==> src/rtl/clock_sequencer_pkg.sv <==
// Shared types and default widths for the clock run-control sequencer.
package clock_sequencer_pkg;

  localparam int DEF_CNT_W   = 32;
  localparam int DEF_BURST_W = 16;

  typedef enum logic [1:0] {
    IDLE  = 2'd0,
    RUN   = 2'd1,
    BURST = 2'd2
  } state_t;

  typedef enum logic [2:0] {
    CMD_NONE  = 3'd0,
    CMD_HALT  = 3'd1,
    CMD_STEP  = 3'd2,
    CMD_BURST = 3'd3,
    CMD_RUN   = 3'd4
  } cmd_t;

endpackage

==> src/rtl/clock_sequencer_sat_counter.sv <==
// Saturating up-counter with synchronous clear; clear beats increment.
module clock_sequencer_sat_counter #(
  parameter int W = 8
) (
  input  logic         clock,
  input  logic         nreset,
  input  logic         clear,
  input  logic         inc,
  output logic [W-1:0] count
);

  // count up until all-ones, then hold; clear always wins
  always_ff @(posedge clock or negedge nreset) begin
    if (!nreset) begin
      count <= '0;
    end else if (clear) begin
      count <= '0;
    end else if (inc && (count != {W{1'b1}})) begin
      count <= count + 1'b1;
    end
  end

endmodule

==> src/rtl/clock_sequencer.sv <==
// Run-control for the clock generator enable: start, stop, single-step and
// N-cycle burst, plus a saturating count of enabled cycles.
// Optional RUN watchdog is built when CLOCK_SEQUENCER_WATCHDOG_EN is defined.
//
// state | meaning
// IDLE  | clock gated off, commands accepted (unless ext_halt)
// RUN   | clock enabled until halt / ext_halt / watchdog
// BURST | clock enabled for 'remaining' more cycles (step = burst of 1)
module clock_sequencer
  import clock_sequencer_pkg::*;
#(
  parameter int CNT_W       = DEF_CNT_W,
  parameter int BURST_W     = DEF_BURST_W,
  parameter int WDOG_CYCLES = 1000000
) (
  input  logic               clock,
  input  logic               nreset,
  input  logic               run,
  input  logic               halt,
  input  logic               step,
  input  logic               burst,
  input  logic [BURST_W-1:0] burst_len,
  input  logic               ext_halt,
  input  logic               clear_count,
  output logic               clk_en,
  output logic               busy,
  output logic               done,
  output logic [CNT_W-1:0]   cycle_count,
  output logic               wdog_trip
);

  state_t             state, state_nxt;
  cmd_t               cmd;
  logic [BURST_W-1:0] remaining, remaining_nxt;
  logic               clk_en_nxt, done_nxt, wdog_trip_nxt;
  logic               run_start, wdog_hit;

  // idle command arbitration: halt > step > burst > run, all masked by ext_halt
  always_comb begin
    cmd = CMD_NONE;
    if (!ext_halt) begin
      if (halt)       cmd = CMD_HALT;
      else if (step)  cmd = CMD_STEP;
      else if (burst) cmd = CMD_BURST;
      else if (run)   cmd = CMD_RUN;
    end
  end

  // next-state and next-output logic; outputs are registered below
  always_comb begin
    state_nxt     = state;
    remaining_nxt = remaining;
    clk_en_nxt    = clk_en;
    done_nxt      = 1'b0;
    wdog_trip_nxt = wdog_trip;
    run_start     = 1'b0;
    case (state)
      IDLE: begin
        if (cmd == CMD_STEP || cmd == CMD_BURST || cmd == CMD_RUN) wdog_trip_nxt = 1'b0;
        case (cmd)
          CMD_STEP: begin
            state_nxt     = BURST;
            remaining_nxt = BURST_W'(1);
            clk_en_nxt    = 1'b1;
          end
          CMD_BURST: begin
            if (burst_len == '0) begin
              // empty burst terminates at once; never pulse done back-to-back
              done_nxt = !done;
            end else begin
              state_nxt     = BURST;
              remaining_nxt = burst_len;
              clk_en_nxt    = 1'b1;
            end
          end
          CMD_RUN: begin
            state_nxt  = RUN;
            clk_en_nxt = 1'b1;
            run_start  = 1'b1;
          end
          default: ;
        endcase
      end
      RUN: begin
        if (halt || ext_halt || wdog_hit) begin
          state_nxt  = IDLE;
          clk_en_nxt = 1'b0;
          done_nxt   = 1'b1;
        end
      end
      BURST: begin
        remaining_nxt = remaining - 1'b1;
        if (halt || ext_halt || remaining == BURST_W'(1)) begin
          state_nxt     = IDLE;
          remaining_nxt = '0;
          clk_en_nxt    = 1'b0;
          done_nxt      = 1'b1;
        end
      end
      default: begin
        state_nxt     = IDLE;
        remaining_nxt = '0;
        clk_en_nxt    = 1'b0;
      end
    endcase
    if (wdog_hit) wdog_trip_nxt = 1'b1;
  end

  // state and output registers, so clk_en is glitch-free
  always_ff @(posedge clock or negedge nreset) begin
    if (!nreset) begin
      state     <= IDLE;
      remaining <= '0;
      clk_en    <= 1'b0;
      busy      <= 1'b0;
      done      <= 1'b0;
      wdog_trip <= 1'b0;
    end else begin
      state     <= state_nxt;
      remaining <= remaining_nxt;
      clk_en    <= clk_en_nxt;
      busy      <= (state_nxt != IDLE);
      done      <= done_nxt;
      wdog_trip <= wdog_trip_nxt;
    end
  end

  clock_sequencer_sat_counter #(.W(CNT_W)) u_cycle_cnt (
    .clock  (clock),
    .nreset (nreset),
    .clear  (clear_count),
    .inc    (clk_en),
    .count  (cycle_count)
  );

`ifdef CLOCK_SEQUENCER_WATCHDOG_EN
  localparam int WDOG_W = $clog2(WDOG_CYCLES + 1);
  logic [WDOG_W-1:0] run_len;

  // run_len holds the number of RUN cycles already completed
  clock_sequencer_sat_counter #(.W(WDOG_W)) u_wdog_cnt (
    .clock  (clock),
    .nreset (nreset),
    .clear  (run_start),
    .inc    (state == RUN),
    .count  (run_len)
  );

  assign wdog_hit = (state == RUN) && (run_len == WDOG_W'(WDOG_CYCLES - 1));
`else
  assign wdog_hit = 1'b0;
`endif

endmodule

==> config.mk <==
export PLATFORM = sky130hd
export DESIGN_NAME = clock_sequencer
export DESIGN_NICKNAME = d
export VERILOG_FILES = /design/src/rtl/clock_sequencer_pkg.sv /design/src/rtl/clock_sequencer_sat_counter.sv /design/src/rtl/clock_sequencer.sv
export SDC_FILE = /design/constraint.sdc
export NUM_CORES = 1
export LEC_CHECK = 0
export CELL_PAD_IN_SITES_DETAIL_PLACEMENT = 1
export CELL_PAD_IN_SITES_GLOBAL_PLACEMENT = 1
export CORE_UTILIZATION = 39
export CTS_CLUSTER_SIZE = 24
export DETAILED_ROUTE_END_ITERATION = 10
export DONT_BUFFER_PORTS = 1
export PLACE_DENSITY_LB_ADDON = 0.05
export SLEW_MARGIN = 20
export SYNTH_ARGS = -nofsm -noshare
export SYNTH_HDL_FRONTEND = slang
export SYNTH_SLANG_ARGS = --single-unit
==> constraint.sdc <==
create_clock -name clock -period 5.69 [get_ports clock]
set_clock_uncertainty 0.2 [all_clocks]
set_input_delay 0.2845 -clock clock [delete_from_list [all_inputs] [get_ports clock]]
set_output_delay 0.2845 -clock clock [all_outputs]
set_load 0.02 [all_outputs]
After elaboration in Yosys (flattened, before gate mapping)
Cells that the tools add are included.
Cells by class
  add/subtract/negate cells: 2
  eq/ne operators: 12
  muxes and demuxes: 26
  bitwise operators: 1
  reduce and logical (&&, ||, !) cells: 11
Operators by type and width (number)
  $mux 32: 2
  $pmux 16 s3: 1
  $add 32x1->32 const B: 1
  $mux 16: 2
  $ne 32x32->1 const B: 1
  $pmux 16 s2: 1
  $eq 16x1->1 const B: 1
  $logic_not 16->1: 1
  $sub 16x1->16 const B: 1
  $mux 3: 5
  $pmux 2 s3: 2
  $ne 3x3->1 const B: 3
  $mux 1: 7
  $eq 3x2->1 const B: 2
  $mux 2: 3
  $pmux 1 s3: 2
  $ne 2x2->1 const B: 2
  $reduce_and 4->1: 1
  $reduce_bool 2->1: 2
  $eq 3x3->1 const B: 1
  $reduce_and 3->1: 1
  $eq 2x1->1 const B: 1
  $eq 2x2->1 const B: 1
  $logic_not 2->1: 1
  6 further kinds: 7
Word-level totals
  bits in registers: 53
  input bits: 24
  output and inout bits: 36
  word-level logic and storage cells: 58

Longest topological paths before layout
  depth in word-level cells: 9
  depth in mapped cells: 10
  mapped depth without buffers: 7

By module
A second synthesis with hierarchy kept.
Unflattened totals
  cells, all modules: 365
  area total of the unflattened synthesis: 3269.4 um^2
By module, submodules not included
  clock_sequencer_sat_counter: instances 1, cells an instance 198, area an instance 1854.3 um^2, sequential area each 800.8 um^2
  clock_sequencer: instances 1, cells an instance 167, area an instance 1415.1 um^2, sequential area each 525.5 um^2

Worst setup path before layout
No wires, ideal clock.
  path kind: register -> register
  start: reg remaining[0]
  end: reg remaining[12]
  setup time: 0.127 ns
  data arrival time: 2.035 ns
  data required time: 5.363 ns
  path slack: 3.329 ns
  stages on the path, launching flop included: 9
  path buffers: 1
  clock period less this slack: 2.361 ns
  cell sequence: dfrtp_1 -> inv_1 -> ha_1 -> or3b_2 -> clkbuf_1 -> or4_1 -> nand2_1 -> a21oi_1 -> a221o_2
On the way
  longest elaborated chain between the ends: 4
  elaborated cells between the ends (all ways): 5
  classes of those cells: add/sub (1); eq/ne (1); mux (2); reduce/logical (1)
RTL lines
  from (decl): line clock_sequencer.sv:34  | logic [BURST_W-1:0] remaining, remaining_nxt;
  from (signal assigned): line clock_sequencer.sv:120  | remaining <= remaining_nxt;
  branches (longest 2 deep; another with $sub 16x1->16)
  $mux 16 (*): line clock_sequencer.sv:93  | if (halt || ext_halt || remaining == BURST_W'(1)) begin
  $pmux 16 s3 (*): line clock_sequencer.sv:57  | case (state)
Every way passes the cells marked *.
A chain may end at the register's enable or synchronous reset.

Final worst setup path
  start: reg clk_en
  end: reg u_cycle_cnt.count[25]
On the way
  longest elaborated chain between the ends: 2
RTL lines
  from (decl): line clock_sequencer.sv:25  | output logic clk_en,
  from (signal assigned): line clock_sequencer.sv:121  | clk_en <= clk_en_nxt;
  $logic_and 1x1->1: line clock_sequencer_sat_counter.sv:18  | end else if (inc && (count != {W{1'b1}})) begin
  $reduce_bool 2->1 (no source line)
  to (signal assigned): line clock_sequencer_sat_counter.sv:19  | count <= count + 1'b1;
  to (decl): line clock_sequencer_sat_counter.sv:9  | output logic [W-1:0] count
No other way between the ends.

==> impl_metrics.json <==
{
  "finalWorstPathRequiredPeriod_ps": 2730,
  "grt_antenna_before_repair": 0,
  "die_height_microns": 91.9,
  "number_of_global_route_vias_before_repair": 2875,
  "insertion_delay_ps": 310,
  "critical_path_arrival_ps": 2740,
  "synth_area_sq_um": 3150,
  "final_cycle_utilization_of_the_critical_path_pct": 48.0,
  "slew_at_the_pin_closest_to_its_max_slew_limit_ps": 599,
  "rr_worst_depth": 5,
  "stdcell_count": 457,
  "clock_pin_slew_of_the_registers_on_the_worst_case_setup_and_hold_paths_ps": 110,
  "antennaDiodeCount": 0,
  "setup-violations-final": 0,
  "hp-class": "input port to flip-flop",
  "outcome": "completed",
  "wire_length_of_the_first_global_routing_pass_microns": 14800,
  "detailed_place_hpwl_microns": 5970,
  "synth.net_count": 377,
  "final-hold-violation-count": 0,
  "syn-mean-instance-area_sq_um": 9.01,
  "slew_headroom_pct": 59.0,
  "fp.dieW_microns": 91.9,
  "cts.repair.resized": 0,
  "drt_pre_antenna_iters": 4,
  "peakVddDrop_v": 0.000157,
  "criticalPathCategory": "flip-flop to flip-flop",
  "h_tree_lvl_count": 2,
  "crit-reg2reg-launch": "clk_en",
  "timing.final.max_slew_violations": 0,
  "maximum_number_of_pins_on_one_net_before_global_route_repair": 54,
  "fraction_of_final_layout_cells_with_drive_strength_greater_than_1_pct": 6.48,
  "antenna_violating_nets_post_route": 0,
  "dpl_cell_area_sq_um": 3170,
  "clockRootBuffer": "sky130_fd_sc_hd__clkbuf_8",
  "post_drt_wl_per_cell_microns": 19.3,
  "finish.net_count": 381,
  "yosysWarningCount": 0,
  "drt_iter0_markers": 104,
  "timing.hold.worst.start": "clear_count",
  "route.detailed.drc": 0,
  "p_leak_uw": 0.00135,
  "areaGrowthSynthToFinish_pct": 12.0,
  "setup_repair_after_global_routing_missed_its_margin": "no",
  "cts_inserted_buffers": 5,
  "worst_reg_to_reg_setup_slack_ps": 2960,
  "grt_overflow_total": 0,
  "num_io_pins": 60,
  "synth.ff_latch_count": 53,
  "io_buffer_count": 0,
  "cp_data_required_time_ps": 5700,
  "critical_path.reg2reg.endpoint": "u_cycle_cnt.count[25]",
  "cts_tree": "built",
  "synthDistinctLibCells": 56,
  "tns_ps": 0,
  "worst_setup_path_start_kind": "flip-flop",
  "clock_tree.buffer_depth": 2,
  "hold-path-cell-count": 2,
  "design.die.area_sq_um": 8450,
  "power_density_nw_per_um2": 262,
  "number_of_max_cap_violations": 0,
  "core_area_sq_um": 7770,
  "synth-async-reset-ratio_pct": 100,
  "critPathCaptureType": "flip-flop",
  "syn_inst": 350,
  "clock_sink_count": 53,
  "placement_rows": 32,
  "primary_flip_flop_cell_chosen_by_synthesis_mapping": "sky130_fd_sc_hd__dfrtp_1",
  "routed_wire_length_microns": 8840,
  "hold_path_end": "u_cycle_cnt.count[7]",
  "count_of_flip_flops_with_a_built_in_enable_after_synthesis": 0,
  "dp_cells": 428,
  "avgViaCountPerCell": 6.08,
  "fmax_mhz": 366,
  "final_design_area_no_fill_sq_um": 3530,
  "synth.yosys.seq_area_share_pct": 42.1,
  "track_usage_pct": 22.2,
  "vias": 2780,
  "start_util_pct": 40.6,
  "gp_routability_congestion": 0.790,
  "cp_max_fo": 14
}
## report_power, final
group          internal [uW]  switching (uW)
Combinational           83.1             109
Clock                    143             134
Sequential               402            52.1
## state kept, by name (all words and copies together) (netlist names)
name	flops
state	2
busy	1
u_cycle_cnt.count	32
done	1
remaining	16
clk_en	1
## cell type report
cell class                 instances  area, sq um
timing repair buffer              23          253
tap                              102          128
sequential                        53         1330
inverter                           7         26.3
multi-input combinational        264         1680
clock buffer                       6         82.6
clock inverter                     2         37.5
fill                             881         4240
## metrics by stage
stage	total power, uW	setup WS (ps)	util, %	hold WS (ps)
3_3_place_gp	622	3040	40.9	-210
6_report	924	2960	45.5	23.2
4_1_cts	936	2950	45.5	11.7
3_5_place_dp	625	2970	40.9	-210
2_1_floorplan	589	3330	-	-211
5_1_grt	974	2690	45.5	25.6
## worst max-delay path by stage
stage / from / to / slack, ps / cells past startpoint
final: clk_en / u_cycle_cnt.count[25] / 2960 / 5
after global routing: clk_en / u_cycle_cnt.count[25] / 2690 / 5
after CTS: clk_en / u_cycle_cnt.count[25] / 2950 / 5
after detailed placement: u_cycle_cnt.count[4] / u_cycle_cnt.count[25] / 2970 / 5
after global placement: u_cycle_cnt.count[0] / u_cycle_cnt.count[24] / 3040 / 6
after floorplan: remaining[0] / remaining[12] / 3330 / 8
## layer usage
layer  track usage, %  up-vias  part of all wire [%]
li1                 -     1318                     -
met1             28.2     1378                    46
met2             37.4       74                    49
met3             4.23       10                   4.3
met4             8.07        0                   1.5
met5                0        -                     0
## critical path, cell delays in order (launching register included)
cell and delay (ps):
sky130_fd_sc_hd__dfrtp_1 670, sky130_fd_sc_hd__and3_1 280, sky130_fd_sc_hd__nand4_1 500, sky130_fd_sc_hd__a2111oi_0 750
sky130_fd_sc_hd__xnor2_1 180, sky130_fd_sc_hd__nor2_1 50
## kinds of logic (layout without fill, tap and decap cells)
family	count (synthesis)	count (layout)	synth area share, %
mux	5	5	1.63
buf+inv	33	38	4.68
xor+xnor	20	20	5.56
fa+ha+maj	3	3	1.19
other cells	1	1	0.119
flops	53	53	42.1
compound gates	79	79	17.8
simple gates	156	156	27.0
## layout by cell type, fill, tap and decap left out, types with 2 or more instances in the layout
| master | n |
|---|---|
| sky130_fd_sc_hd__a2111oi_0 | 6 |
| sky130_fd_sc_hd__a211o_1 | 2 |
| sky130_fd_sc_hd__a211oi_1 | 7 |
| sky130_fd_sc_hd__a21oi_1 | 14 |
| sky130_fd_sc_hd__a221o_1 | 6 |
| sky130_fd_sc_hd__a221o_2 | 2 |
| sky130_fd_sc_hd__a22oi_1 | 3 |
| sky130_fd_sc_hd__a31oi_1 | 4 |
| sky130_fd_sc_hd__and2_1 | 2 |
| sky130_fd_sc_hd__and3_1 | 5 |
| sky130_fd_sc_hd__and4_1 | 7 |
| sky130_fd_sc_hd__buf_4 | 2 |
| sky130_fd_sc_hd__clkbuf_8 | 6 |
| sky130_fd_sc_hd__dfrtp_1 | 53 |
| sky130_fd_sc_hd__dlygate4sd3_1 | 19 |
| sky130_fd_sc_hd__ha_1 | 3 |
| sky130_fd_sc_hd__inv_1 | 7 |
| sky130_fd_sc_hd__mux2i_1 | 4 |
| sky130_fd_sc_hd__nand2_1 | 21 |
| sky130_fd_sc_hd__nand2b_1 | 2 |
| sky130_fd_sc_hd__nand3_1 | 11 |
| sky130_fd_sc_hd__nand4_1 | 15 |
| sky130_fd_sc_hd__nor2_1 | 38 |
| sky130_fd_sc_hd__nor2b_1 | 2 |
| sky130_fd_sc_hd__nor3_1 | 13 |
| sky130_fd_sc_hd__nor4_1 | 15 |
| sky130_fd_sc_hd__nor4_2 | 2 |
| sky130_fd_sc_hd__nor4b_1 | 2 |
| sky130_fd_sc_hd__o211ai_1 | 2 |
| sky130_fd_sc_hd__o21ai_0 | 13 |
| sky130_fd_sc_hd__o21bai_1 | 3 |
| sky130_fd_sc_hd__o31ai_1 | 8 |
| sky130_fd_sc_hd__or2_2 | 4 |
| sky130_fd_sc_hd__or3_1 | 6 |
| sky130_fd_sc_hd__or4_1 | 5 |
| sky130_fd_sc_hd__xnor2_1 | 20 |
## cells in the mapped netlist, drive strengths merged, types with 8 or more instances
cell type,instances,area (sq um)
nor4,17,119
dfrtp,53,1330
a21oi,14,70.1
o31ai,8,60.1
a221o,8,82.6
nor3,13,65.1
nand4,15,93.8
nand3,11,55.1
nand2,21,78.8
buf,9,55.0
o21ai,13,65.1
xnor2,20,175
clkbuf,17,66.3
nor2,38,143
## what timing repair did
item	CTS	global route
buffers inserted	0	0
hold buffers	21	0
endpoints found under the hold margin	102	0
No activity file was read; power rests on OpenSTA's default activity.
